<file path="src/rtl/tcm_port_arb.sv">
// tcm_port_arb: arbitrates one port of the 64-bit x 16K-entry TCM between
// requester A (core LSU, fixed priority) and requester B (DMA / debug loader).
// Each cycle issues at most one grant. A starvation counter forces a B grant
// after STARVE_LIMIT refusals. A bounded lock lets B keep the port for bursts
// of up to LOCK_MAX grants. Responses come back through a 1-cycle ack pipe
// that matches the RAM's registered read.

module tcm_port_arb #(
    parameter int STARVE_LIMIT = 4,
    parameter int LOCK_MAX     = 8
) (
    input  logic        clk_i,
    input  logic        rst_i,

    input  logic        req_a_rd_i,
    input  logic [7:0]  req_a_wr_i,
    input  logic [13:0] req_a_addr_i,
    input  logic [63:0] req_a_data_i,
    output logic        req_a_accept_o,
    output logic        req_a_ack_o,
    output logic [63:0] req_a_data_o,

    input  logic        req_b_rd_i,
    input  logic [7:0]  req_b_wr_i,
    input  logic [13:0] req_b_addr_i,
    input  logic [63:0] req_b_data_i,
    input  logic        req_b_lock_i,
    output logic        req_b_accept_o,
    output logic        req_b_ack_o,
    output logic [63:0] req_b_data_o,

    output logic [13:0] ram_addr_o,
    output logic [63:0] ram_data_o,
    output logic [7:0]  ram_wr_o,
    input  logic [63:0] ram_data_i
);

    localparam logic [3:0] LP_STARVE_LIMIT = 4'(STARVE_LIMIT);
    localparam logic [3:0] LP_LOCK_MAX     = 4'(LOCK_MAX);
    // With LOCK_MAX == 1, the entering grant is already the whole burst,
    // so the arbiter never enters LOCK_B.
    localparam logic       LP_LOCK_EN      = (LOCK_MAX > 1);

    typedef enum logic [1:0] {
        PRI_A  = 2'd0,
        PRI_B  = 2'd1,
        LOCK_B = 2'd2
    } state_t;

    state_t      r_state;
    state_t      w_state_nxt;
    logic [3:0]  r_starve_cnt;
    logic [3:0]  w_starve_nxt;
    logic [3:0]  r_lock_cnt;
    logic [3:0]  w_lock_nxt;
    logic [3:0]  w_lock_inc;

    logic        w_pend_a;
    logic        w_pend_b;
    logic        w_gnt_a;
    logic        w_gnt_b;

    logic        r_ack_vld_p1;
    logic        r_ack_sel_p1;

    // A side or B side has work when it asks to read or enables any write byte.
    always_comb begin
        w_pend_a = req_a_rd_i | (|req_a_wr_i);
        w_pend_b = req_b_rd_i | (|req_b_wr_i);
    end

    // Arbitration FSM: select the winner, then compute the next state and the next counter values.
    always_comb begin
        w_state_nxt  = r_state;
        w_lock_nxt   = r_lock_cnt;
        w_lock_inc   = r_lock_cnt + 4'd1;
        w_gnt_a      = 1'b0;
        w_gnt_b      = 1'b0;

        case (r_state)
            PRI_A: begin
                if (w_pend_a) begin
                    w_gnt_a = 1'b1;
                end else if (w_pend_b) begin
                    w_gnt_b = 1'b1;
                end
                if (w_gnt_b && req_b_lock_i && LP_LOCK_EN) begin
                    w_state_nxt = LOCK_B;
                    w_lock_nxt  = 4'd1;
                end else if (w_pend_b && !w_gnt_b &&
                             ((r_starve_cnt + 4'd1) >= LP_STARVE_LIMIT)) begin
                    w_state_nxt = PRI_B;
                end
            end

            PRI_B: begin
                if (w_pend_b) begin
                    w_gnt_b = 1'b1;
                end else if (w_pend_a) begin
                    w_gnt_a = 1'b1;
                end
                if (w_gnt_b && req_b_lock_i && LP_LOCK_EN) begin
                    w_state_nxt = LOCK_B;
                    w_lock_nxt  = 4'd1;
                end else begin
                    w_state_nxt = PRI_A;
                end
            end

            LOCK_B: begin
                if (w_pend_b) begin
                    w_gnt_b = 1'b1;
                    // A grant that drops the lock or reaches the cap is the last grant of the burst.
                    if (!req_b_lock_i || (w_lock_inc >= LP_LOCK_MAX)) begin
                        w_state_nxt = PRI_A;
                        w_lock_nxt  = 4'd0;
                    end else begin
                        w_lock_nxt  = w_lock_inc;
                    end
                end else begin
                    // B went idle: hand this cycle to A and release the burst.
                    w_gnt_a     = w_pend_a;
                    w_state_nxt = PRI_A;
                    w_lock_nxt  = 4'd0;
                end
            end

            default: begin
                w_state_nxt = PRI_A;
                w_lock_nxt  = 4'd0;
            end
        endcase

        // Starvation only accumulates while B waits and is refused.
        if (w_gnt_b || !w_pend_b) begin
            w_starve_nxt = 4'd0;
        end else if (r_starve_cnt < LP_STARVE_LIMIT) begin
            w_starve_nxt = r_starve_cnt + 4'd1;
        end else begin
            w_starve_nxt = r_starve_cnt;
        end

        // No request is taken while reset is held, so none can produce an ack.
        if (rst_i) begin
            w_gnt_a = 1'b0;
            w_gnt_b = 1'b0;
        end
    end

    // Arbitration state register and counters.
    always_ff @(posedge clk_i) begin
        if (rst_i) begin
            r_state      <= PRI_A;
            r_starve_cnt <= 4'd0;
            r_lock_cnt   <= 4'd0;
        end else begin
            r_state      <= w_state_nxt;
            r_starve_cnt <= w_starve_nxt;
            r_lock_cnt   <= w_lock_nxt;
        end
    end

    // Drive the RAM from the winner. With no winner, use A's address and data and write nothing.
    always_comb begin
        ram_addr_o     = w_gnt_b ? req_b_addr_i : req_a_addr_i;
        ram_data_o     = w_gnt_b ? req_b_data_i : req_a_data_i;
        ram_wr_o       = w_gnt_a ? req_a_wr_i : (w_gnt_b ? req_b_wr_i : 8'h00);
        req_a_accept_o = w_gnt_a;
        req_b_accept_o = w_gnt_b;
    end

    // --- stage p1: track which side owns the RAM response one cycle after its grant ---
    always_ff @(posedge clk_i) begin
        if (rst_i) begin
            r_ack_vld_p1 <= 1'b0;
            r_ack_sel_p1 <= 1'b0;
        end else begin
            r_ack_vld_p1 <= w_gnt_a | w_gnt_b;
            r_ack_sel_p1 <= w_gnt_b;
        end
    end

    // Read data goes to both sides unchanged, and the ack tells each side whether it is theirs.
    always_comb begin
        req_a_ack_o  = r_ack_vld_p1 & ~r_ack_sel_p1;
        req_b_ack_o  = r_ack_vld_p1 &  r_ack_sel_p1;
        req_a_data_o = ram_data_i;
        req_b_data_o = ram_data_i;
    end

endmodule

</file>
<file path="config.mk">
export PLATFORM = sky130hd
export DESIGN_NAME = tcm_port_arb
export DESIGN_NICKNAME = d
export VERILOG_FILES = /design/src/rtl/tcm_port_arb.sv
export SDC_FILE = /design/constraint.sdc
export NUM_CORES = 1
export LEC_CHECK = 0
export CAP_MARGIN = 0
export CORE_AREA = 2 2 181 183
export DETAILED_ROUTE_END_ITERATION = 10
export DIE_AREA = 0 0 183 185
export GPL_TIMING_DRIVEN = 1
export PLACE_DENSITY = 0.47
export REMOVE_ABC_BUFFERS = 1
export SLEW_MARGIN = 30
export SYNTH_ARGS = -nofsm -noshare
export SYNTH_HDL_FRONTEND = slang
export SYNTH_SLANG_ARGS = --single-unit
</file>
<file path="constraint.sdc">
create_clock -name clk_i -period 3 [get_ports clk_i]
set_input_delay 0.6 -clock clk_i [delete_from_list [all_inputs] [get_ports clk_i]]
set_output_delay 0.6 -clock clk_i [all_outputs]
set_load 0.005 [all_outputs]
</file>
=== After elaboration in Yosys (flattened, before gate mapping) ===
Index checks and enable logic that the tools add are counted.

* Add/sub/neg operators: 2
* Reduce and logical (&&, ||, !) cells: 15
* Magnitude comparators: 3
* Equality and inequality tests: 6
* Muxes and demuxes: 26
* Bitwise logic cells: 6

{| class="wikitable"
|+ Operator list
! operator !! number
|-
| $mux W64 || 1
|-
| $mux W4 || 4
|-
| $mux W8 || 2
|-
| $reduce_or A8 Y1 || 2
|-
| $mux W14 || 1
|-
| $pmux W4 S3 || 1
|-
| $mux W2 || 5
|-
| $mux W1 || 9
|-
| $add A4 B1 Y4 const B || 2
|-
| $ne A3 B3 Y1 const B || 2
|-
| $pmux W1 S3 || 2
|-
| $pmux W2 S3 || 1
|-
| $ge A4 B3 Y1 const B || 1
|-
| $ge A4 B4 Y1 const B || 1
|-
| $logic_and A1 B1 Y1 || 4
|-
| $lt A4 B3 Y1 const B || 1
|-
| $ne A2 B2 Y1 const B || 2
|-
| $reduce_and A2 Y1 || 2
|-
| $logic_not A1 Y1 || 3
|-
| $or A1 B1 Y1 || 3
|-
| $and A1 B1 Y1 || 2
|-
| $eq A2 B1 Y1 const B || 1
|-
| $eq A2 B2 Y1 const B || 1
|-
| $logic_not A2 Y1 || 1
|-
| other kinds (3) || 4
|}

* Register bits: 12
* Output and inout bits: 218

=== Depth between registers and ports, before layout ===
Gate-level depths: netlist (run 1).

* Word-level depth: 11
* Mapped depth: 8

=== Least setup slack after synthesis (run 1) ===
No wires, ideal clock.

* Kind: input-to-output
* From: in req_a_wr_i[0]
* To: out ram_data_o[0]
* Stages on the path: 5
* Data arrival time: 2.174 ns
* Setup slack: 0.226 ns
* Path through: nor3_1 -> a41oi_2 -> nor4_4 -> buf_6 -> mux2_2

* Longest elaborated chain between the ends: 7

{| class="wikitable"
|+ RTL lines
! element !! line !! RTL
|-
| from (decl) || 16 || <nowiki>input logic [7:0] req_a_wr_i,</nowiki>
|-
| $reduce_or A8 Y1 || 68 || <nowiki>w_pend_a = req_a_rd_i | (|req_a_wr_i);</nowiki>
|-
| $or A1 B1 Y1 || 68 ||
|-
| $mux W1 || 82 || <nowiki>if (w_pend_a) begin</nowiki>
|-
| $mux W1 || 80 || <nowiki>case (r_state)</nowiki>
|-
| $pmux W1 S3 || 80 ||
|-
| $mux W1 || 144 || <nowiki>if (rst_i) begin</nowiki>
|-
| $mux W64 || 166 || <nowiki>ram_data_o = w_gnt_b ? req_b_data_i : req_a_data_i;</nowiki>
|-
| to (decl) || 33 || <nowiki>output logic [63:0] ram_data_o,</nowiki>
|}

No other way between the ends. The select of a mux whose other input is x is not followed.

=== Final worst setup path (run 1) ===
* From: in req_a_wr_i[7]
* To: out ram_data_o[56]

Same word-level chain as after synthesis.

==> results of run 1 <==
state kept, by name, summed over array words and instances, names as in the netlist:
| signal | count |
|---|---|
| r_ack_vld_p1 | 1 |
| r_state | 2 |
| r_ack_sel_p1 | 1 |
| r_starve_cnt | 4 |
| r_lock_cnt | 4 |
cells by family after synthesis:
logic type	after synthesis	share of synthesized area, %
buffers and inverters	145	38.8
multiplexers	79	31.6
AND/OR/NAND/NOR	44	9.67
AO/OA/AOI/OAI	25	7.31
flip-flops	12	8.56
adder cells (fa/ha/maj)	7	3.12
XOR/XNOR	3	0.936
synth_stat cells (4+ instances only):
cell type  count
buf_4        129
mux2_2        72
dfxtp_1       12
a22o_1         8
buf_6          8
nand2_1        8
nor2_1         8
ha_1           7
mux2_1         6
inv_1          5
nand3_1        5
a21oi_1        4
layout make-up:
cell class,instances,share of cell area (%)
Timing Repair Buffer,348,56.2
Multi-Input combinational cell,158,28.6
Tap cell,408,8.88
Sequential cell,12,4.20
Clock buffer,4,1.55
Inverter,5,0.327
Antenna cell,5,0.218
metrics by stage:
step	TNS, ns	worst slack, ns	hold slack (ns)	total power (uW)	std cells
6_report	-9.63	-0.269	0.484	2080	940
5_1_grt	-17.43	-0.370	0.499	2210	935
4_1_cts	-7.51	-0.293	0.477	2100	931
3_5_place_dp	-59.92	-0.739	0.470	1580	885
3_3_place_gp	-58.71	-0.728	0.464	1580	885
2_1_floorplan	-154.13	-1.95	0.443	718	175
report_power, final:
group	switching (uW)	internal, uW
Sequential	27.5	194
Clock	70.4	201
Combinational	567	1020
Total	664	1420
per-layer routing:
| metal | global-route usage [%] | vias up |
|---|---|---|
| li1 | - | 1400 |
| met1 | 15.5 | 1532 |
| met2 | 26.1 | 481 |
| met4 | 5.92 | 16 |
| met3 | 22.2 | 42 |
| met5 | 9.63 | - |
worst register-to-register path, cell delays in order (launching register included):
cell     delay, ns
dfxtp_2       0.35
inv_1         0.11
ha_4          0.27
a41oi_4       0.21
nor4_4        0.07
buf_6         0.13
buf_4         0.14
buf_12        0.12
buf_16        0.13
buf_4         0.14
or2_2         0.27
repair_timing:
action                     in CTS  in global routing
gates resized for setup       338                 79
hold buffers                    0                  0
pin swaps                       4                  5
setup endpoints to repair      88                 85
buffers inserted               39                 13
cloned                          3                  0
final timing paths:
path	to	start	slack [ns]
worst max-delay path	ram_data_o[56]	req_a_wr_i[7]	-0.27
worst min-delay path	r_lock_cnt[0]	r_lock_cnt[0]	0.48
worst max register to register	r_ack_vld_p1	r_state[0]	0.94
worst min register to register	r_lock_cnt[0]	r_lock_cnt[0]	0.48
==> results.json, run 1 <==
{
  "dieHeight_um": 185,
  "place_area_mm2": 0.00522,
  "netlist_top_cells_area": "buf_4 (34%), mux2_2 (29%), dfxtp_1 (8.6%), buf_6 (3.2%), ha_1 (3.1%)",
  "synth_edf_count": 0,
  "start_util_pct": 8.76,
  "rsz0062_at_grt": "true",
  "final_common_cell": "clkdlybuf4s50_1",
  "vias": 3471,
  "violations": "setup timing",
  "met1Wirelength_um": 9600,
  "grt_max_degree": 16,
  "core_mm2": 0.0320,
  "grt_usage_pct": 18.4,
  "drive_gt1_share_pct": 47.8,
  "vias_per_cell": 3.69,
  "syn_to_final_growth_pct": 105,
  "cts.path.max_buffers": 2,
  "synth_area_mm2": 0.00281,
  "mostFrequentLayoutCells": "clkdlybuf4s50_1 (160), buf_4 (59), mux2_2 (51)",
  "ff2ff_path_depth": 10,
  "cts_buffers": 3,
  "drc": 0,
  "first_pass_iters": 4,
  "ys.flop_type": "dfxtp_1",
  "wl_met3_um": 8680,
  "avgSynthCellArea_um2": 8.91,
  "async_reset_ff_share_pct": 0,
  "crit_family": "buffers and inverters",
  "fmax_ghz": 0.306,
  "drv_cap": 0,
  "htree_levels": 1,
  "cp_max_fo": 5,
  "clock_latency_ns": 0.24,
  "critical_path.most_common_cell": "buf_6",
  "relSlewSlack_pct": 73.1,
  "slowest_stage": "nor4_4",
  "cts_tree": "done",
  "placementRows": 66,
  "dieArea_mm2": 0.0339,
  "synth_top_area_share_pct": 34.5,
  "cp_num_buf_inv": 9,
  "dr_wl_met2_um": 12800,
  "yosys.area.top_type": "buf_4",
  "io-pin-count": 459,
  "hpwl_um": 29300,
  "yosys_warnings": 0,
  "grt_overflow": 0,
  "ant_nets": 0,
  "fin_crit_ns": 3.27,
  "final_nets": 776,
  "leakagePower_uw": 0.00236,
  "cts.sinks": 12,
  "end_kind": "primary output",
  "highest_layer": "met5",
  "io_buffers": 266,
  "ys_types": 41,
  "critPathLaunchType": "input port",
  "wire_per_inst_um": 34.6,
  "critical_path_arrival_ns": 2.67,
  "cp.depth": 13,
  "vdd_drop_max_mv": 0.169,
  "clock-root-buffer": "clkbuf_16",
  "outcome": "finished with violations",
  "hold_path_class": "register to register",
  "crit_type": "input port to primary output",
  "fin_skew_ns": 0.00309,
  "synth_cells": 315,
  "required_ns": 2.40,
  "dieWidth_um": 183,
  "worstMarginPinSlew_ns": 0.403,
  "finalCritPeriodShare_pct": 109,
  "seq_area_um2": 241,
  "multi_input_area_mm2": 0.00164,
  "worst_slack_ns": -0.269,
  "fin_area_mm2": 0.00575,
  "ys_seq_area_share_pct": 8.56,
  "setup_viol": 80,
  "grt_pass1_wl_um": 39300,
  "synth_seq_cells": 12,
  "clk_pin_slew_ns": 0.04,
  "antenna_found_initial": 19,
  "p_per_area_mw_per_mm2": 363,
  "fillerInstances": 3637,
  "first_iter_violations": 176,
  "routed_wl_um": 32500,
  "globalplace.congestion": 0.921,
  "critPathMaxStageDelay_ns": 0.34,
  "hold_viol_final": 0,
  "grt_pass1_vias": 3643,
  "path_cells": "buf_8, nor4_4, a41oi_4, nor4_4, buf_6, buf_12, buf_12, buf_12, buf_6, buf_6, buf_6, mux2_4, buf_6",
  "finalMaxSlewViolations": 0,
  "worstHoldPathCells": 2,
  "final_util_pct": 17.9
}
No activity file was read; power rests on OpenSTA's default activity.
==> run 2: changes to the inputs <==
--- a/config.mk
+++ b/config.mk
@@ -7,9 +7,9 @@
 export LEC_CHECK = 0
 export CAP_MARGIN = 0
 export CORE_AREA = 2 2 181 183
+export CTS_CLUSTER_DIAMETER = 80
 export DETAILED_ROUTE_END_ITERATION = 10
 export DIE_AREA = 0 0 183 185
-export GPL_TIMING_DRIVEN = 1
 export PLACE_DENSITY = 0.47
 export REMOVE_ABC_BUFFERS = 1
 export SLEW_MARGIN = 30
==> results of run 2 <==
Final layout, timing and power as in run 1 (identical DEF).
==> run 3: changes to the inputs <==
--- a/config.mk
+++ b/config.mk
@@ -10,6 +10,7 @@
 export CTS_CLUSTER_DIAMETER = 80
 export DETAILED_ROUTE_END_ITERATION = 10
 export DIE_AREA = 0 0 183 185
+export GPL_ROUTABILITY_DRIVEN = 0
 export PLACE_DENSITY = 0.47
 export REMOVE_ABC_BUFFERS = 1
 export SLEW_MARGIN = 30
==> results of run 3 <==
Final layout, timing and power as in run 1 (identical DEF).
